File: src/rtl/mcycle_unit.sv
// rtl/mcycle_unit.sv - iterative shift-add multiplier / restoring divider with Busy stall.
// Optional MCYCLE_EARLY_TERM_EN: multiply stops once the remaining multiplier bits are all zero.
module mcycle_unit #(
  parameter int WIDTH = 32
) (
  input  logic             CLK,
  input  logic             RESET,
  input  logic             Start,
  input  logic [1:0]       MCycleOp,
  input  logic [WIDTH-1:0] Operand1,
  input  logic [WIDTH-1:0] Operand2,
  output logic [WIDTH-1:0] Result1,
  output logic [WIDTH-1:0] Result2,
  output logic             Busy
);
  localparam int CW = $clog2(WIDTH);

  typedef enum logic {IDLE = 1'b0, COMPUTING = 1'b1} state_t;

  state_t               state_q;
  logic                 is_div_q, neg_q, rem_neg_q;
  logic [CW-1:0]        count_q;
  logic [WIDTH-1:0]     op1_q, mplier_q, quot_q, rem_q, result1_q, result2_q;
  logic [2*WIDTH-1:0]   mcand_q, acc_q;

  logic                 is_signed, s1, s2, last;
  logic [WIDTH-1:0]     mag1, mag2, mplier_d, quot_d, quot_fix, rem_d, rem_fix;
  logic [2*WIDTH-1:0]   acc_d, mcand_d, prod_fix;
  logic [WIDTH:0]       shifted, trial;

  assign is_signed = ~MCycleOp[0];
  assign s1        = is_signed & Operand1[WIDTH-1];
  assign s2        = is_signed & Operand2[WIDTH-1];
  assign mag1      = s1 ? -Operand1 : Operand1;
  assign mag2      = s2 ? -Operand2 : Operand2;

  assign acc_d    = acc_q + (mplier_q[0] ? mcand_q : '0);
  assign mcand_d  = mcand_q << 1;
  assign mplier_d = mplier_q >> 1;

  // Partial remainder is bounded by the divisor, so only the trial subtraction needs the extra bit.
  assign shifted = {rem_q, quot_q[WIDTH-1]};
  assign trial   = shifted - {1'b0, mplier_q};
  assign rem_d   = trial[WIDTH] ? shifted[WIDTH-1:0] : trial[WIDTH-1:0];
  assign quot_d  = {quot_q[WIDTH-2:0], ~trial[WIDTH]};

  assign prod_fix = neg_q ? -acc_d : acc_d;
  assign quot_fix = neg_q ? -quot_d : quot_d;
  assign rem_fix  = rem_neg_q ? -rem_d : rem_d;

`ifdef MCYCLE_EARLY_TERM_EN
  assign last = (count_q == CW'(WIDTH - 1)) || (!is_div_q && (mplier_d == '0));
`else
  assign last = (count_q == CW'(WIDTH - 1));
`endif

  always_ff @(posedge CLK or posedge RESET) begin
    if (RESET) begin
      state_q   <= IDLE;
      is_div_q  <= 1'b0;
      neg_q     <= 1'b0;
      rem_neg_q <= 1'b0;
      count_q   <= '0;
      op1_q     <= '0;
      mplier_q  <= '0;
      quot_q    <= '0;
      rem_q     <= '0;
      mcand_q   <= '0;
      acc_q     <= '0;
      result1_q <= '0;
      result2_q <= '0;
    end else begin
      case (state_q)
        IDLE: begin
          if (Start) begin
            state_q   <= COMPUTING;
            is_div_q  <= MCycleOp[1];
            neg_q     <= s1 ^ s2;
            rem_neg_q <= s1;
            count_q   <= '0;
            op1_q     <= Operand1;
            mplier_q  <= mag2;
            quot_q    <= mag1;
            rem_q     <= '0;
            mcand_q   <= {{WIDTH{1'b0}}, mag1};
            acc_q     <= '0;
          end
        end
        COMPUTING: begin
          count_q <= count_q + 1'b1;
          if (is_div_q) begin
            rem_q  <= rem_d;
            quot_q <= quot_d;
          end else begin
            acc_q    <= acc_d;
            mcand_q  <= mcand_d;
            mplier_q <= mplier_d;
          end
          if (last) begin
            state_q <= IDLE;
            if (!is_div_q) begin
              result1_q <= prod_fix[WIDTH-1:0];
              result2_q <= prod_fix[2*WIDTH-1:WIDTH];
            end else if (mplier_q == '0) begin
              // Divide by zero reports all-ones quotient and the untouched dividend.
              result1_q <= '1;
              result2_q <= op1_q;
            end else begin
              result1_q <= quot_fix;
              result2_q <= rem_fix;
            end
          end
        end
      endcase
    end
  end

  assign Busy    = ((state_q == IDLE) & Start) | (state_q == COMPUTING);
  assign Result1 = result1_q;
  assign Result2 = result2_q;
endmodule

File: config.mk
export PLATFORM = sky130hd
export DESIGN_NAME = mcycle_unit
export DESIGN_NICKNAME = d
export VERILOG_FILES = /design/src/rtl/mcycle_unit.sv
export SDC_FILE = /design/constraint.sdc
export NUM_CORES = 1
export LEC_CHECK = 0
export CAP_MARGIN = 15
export CORE_AREA = 4 4 188 263
export CTS_CLUSTER_DIAMETER = 200
export CTS_CLUSTER_SIZE = 10
export DETAILED_ROUTE_END_ITERATION = 16
export DIE_AREA = 0 0 192 267
export PLACE_DENSITY = 0.73
export SLEW_MARGIN = 25
export SYNTH_ARGS = -nofsm -noshare
export SYNTH_HDL_FRONTEND = slang
export SYNTH_SLANG_ARGS = --single-unit
File: constraint.sdc
create_clock -name CLK -period 12.62 [get_ports CLK]
set_input_delay 1.262 -clock CLK [delete_from_list [all_inputs] [get_ports CLK]]
set_output_delay 1.262 -clock CLK [all_outputs]
set_load 0.02 [all_outputs]
==> metrics.cfg <==
[setup_path]
regToRegEndpoint=Result2[28]$_DFFE_PP0P_
worstSetupPathType=flop to flop
critPathMaxFanout=51
reg2reg_from=quot_q[31]$_DFFE_PP0P_
crit_arrival_ps=6630
cp-start-kind=flop
cp_data_required_time_ps=13030
rrSetupSlack_ps=6400
ff2ff_path_depth=23
worstSetupEndpointType=flop

[sta]
timing.final.crit_share_pct=49.3
fin_crit_ps=6220
hold_viol_final=0
finalClockSkew_ps=18.9
maxSlewHeadroom_pct=29.7
clock.fmax_ghz=0.161
setup_viol=0
fin_tns_setup_ps=0
fin_ws_ps=6400
tightest_slew_ps=1050
grt_setup_unrepaired=false
slew_violations=0

[global_routing]
grt_pass1_wl_um=142000
grt_pass1_vias=24527
antenna_found_initial=3
overflow=0
grt_start_max_net_pins=156
grt.total_usage_pct=35.3

[synth]
avgSynthCellArea_um2=7.84
synth-seq-cells=329
syn_area_um2=25600
synth-edff-count=0
synthCells=3266
yosys_warnings=0
async_flop_share_pct=100
syn-num-nets=3439
yosysSeqAreaShare_pct=32.2
synthDistinctLibCells=101
synth_flop_cell=dfrtp_1

[detailed_routing]
vias_per_cell=6.50
route.met3.wl_um=6230
drc=0
wl_met1_um=36400
drt_wl_total_um=92200
route.met2.wl_um=43500
wire_per_inst_um=23.7
first_pass_iters=6
num_vias=25316
top_layer=met5
drt_iter0_drc=2526
final_antenna_net_count=0

[hold_path]
worstHoldEndpoint=mcand_q[63]$_DFFE_PP0P_
worstHoldPathType=flop to flop
min_path_cells=2
min_from=mcand_q[63]$_DFFE_PP0P_

[place]
dp_hpwl_um=69900
pre_cts_ws_ps=6500
portBuffers=133
place_area_um2=27200
gp_congestion=1.03

[final_layout]
nNetsFinal=3437
finalInstanceArea_um2=28200
drive_gt1_share_pct=4.22
final_cell_mix=526 x nand2_1, 347 x o21ai_0, 326 x dfrtp_1, 248 x a21oi_1, 221 x nor2_1
area_growth_syn_to_layout_pct=10.3
layout_commonest_cell=nand2_1

[power_and_ir_drop]
peakVddDrop_mv=0.194
power_leakage_nw=11.8
seqPwrFrac_pct=25.5
internal_power_mw=3.76
comb_power_share_pct=61.2
power.switching_mw=3.90
switching_share_pct=50.9
p_clk_share_pct=13.3
power.density_nw_per_um2=271

[job]
drv_cap=0

[floorplan]
die_w_um=192
rows=94
die_y_um=267
die-area_um2=51300
core_um2=46900
start_util_pct=54.5
io_pins=134

[clock_network]
path_clk_slew_ps=60
clock_sinks=329
root_buffer=clkbuf_16
cts_buffers=38
postCtsHoldBufs=0
clkLatencyLatePin_ps=570
postCtsSetupRepairBufs=0
htreeDepth=2
cts_resized=0
tritoncts=yes
cts_buffer_depth=3

[run_status]
status=finished clean

-- worst max-delay path by stage --
stage	start	end	slack (ps)	cells after the start
global placement	quot_q[31]$_DFFE_PP0P_	Result2[28]$_DFFE_PP0P_	6640	23
CTS	quot_q[31]$_DFFE_PP0P_	Result2[28]$_DFFE_PP0P_	6500	23
detailed placement	quot_q[31]$_DFFE_PP0P_	Result2[28]$_DFFE_PP0P_	6500	23
floorplan	RESET	Result1[0]$_DFFE_PP0P_	2250	1
finish	quot_q[31]$_DFFE_PP0P_	Result2[28]$_DFFE_PP0P_	6400	23
global route	quot_q[31]$_DFFE_PP0P_	Result2[28]$_DFFE_PP0P_	5820	23
-- registers in the layout, indices dropped and copies added, names as in the netlist --
register / flops
is_div_q: 1
neg_q: 1
quot_q: 32
Result2: 32
count_q: 5
rem_q: 32
op1_q: 32
acc_q: 64
rem_neg_q: 1
mcand_q: 64
state_q: 1
Result1: 32
mplier_q: 32
-- Yosys cell counts (all sizes together), types with 17 or more instances --
cell type    n  area [um2]
o21ai      364        1840
o21a        17         135
buf         34         165
a22o        55         482
o211ai      59         443
clkbuf     168         633
a211oi      28         215
xnor2      144        1270
a21o        43         324
nand4       42         263
nor4        47         315
o31ai       43         350
xor2        73         639
ha         102        1280
o41ai       17         156
o22ai       43         275
nand3       77         385
nor3        61         305
or4         25         203
dfrtp      329        8230
and3        18         113
and2        84         526
or3         41         263
nor2       224         841
nand2      530        1990
a21oi      250        1260
mux2i       56         561
inv         70         263
-- metal layers --
| layer | vias up | global-route usage, % |
|---|---|---|
| met5 | - | 0 |
| met4 | 2 | 19.5 |
| met3 | 265 | 4.81 |
| met2 | 1121 | 58.6 |
| met1 | 12168 | 44.4 |
| li1 | 11760 | - |
-- cell type report --
type                    instances  area [um2]
clock buffers                  43        1030
multi-input cells            2663       16300
flip-flops and latches        329        8240
repair buffers                160        1540
diodes                          2        5.00
inverters                      72         278
well taps                     624         781
fillers                      4266       18700
-- through the flow --
step | cells | hold slack, ps | util (%) | power [mW]
after floorplan | 3266 | 439 | - | 5.10
after global placement | 3848 | 457 | 57.9 | 6.43
after detailed placement | 3848 | 461 | 57.9 | 6.53
after CTS | 3891 | 472 | 60.1 | 7.56
after global routing | 3891 | 495 | 60.1 | 8.15
final | 3893 | 471 | 60.1 | 7.66
-- kinds of logic after synthesis --
kind of cell / after synthesis / synth area share, %
xor+xnor: 217 / 7.45
flops: 329 / 32.2
mux: 59 / 2.32
compound gates: 1043 / 25.7
fa+ha+maj: 104 / 5.14
simple gates: 1240 / 23.0
buf+inv: 274 / 4.17
-- power groups by stage --
| stage | Combinational (mW) | Sequential, mW | Clock (mW) |
|---|---|---|---|
| 2_1_floorplan | 3.25 | 1.84 | 0 |
| 3_3_place_gp | 4.50 | 1.94 | 0 |
| 3_5_place_dp | 4.58 | 1.94 | 0 |
| 4_1_cts | 4.60 | 1.93 | 1.03 |
| 5_1_grt | 5.11 | 1.98 | 1.06 |
| 6_report | 4.69 | 1.95 | 1.02 |
-- critical path, stage by stage, from the launching register on --
cell and delay (ps):
dfrtp_1 390, inv_1 90, ha_1 210, fa_1 410, nor2b_1 170, o31a_1 240
o211ai_1 230, o21ai_0 550, a21oi_1 200, xnor2_2 150, buf_4 490, clkinv_1 130
buf_4 320, a21oi_1 310, ha_1 320, nand2_1 120, nor4_1 310, mux2i_1 190
nor4_1 340, nand3b_1 190, o211ai_1 210, o31ai_1 100, a221oi_1 260, o21ai_0 110
Power figures use the tool's default switching activity.
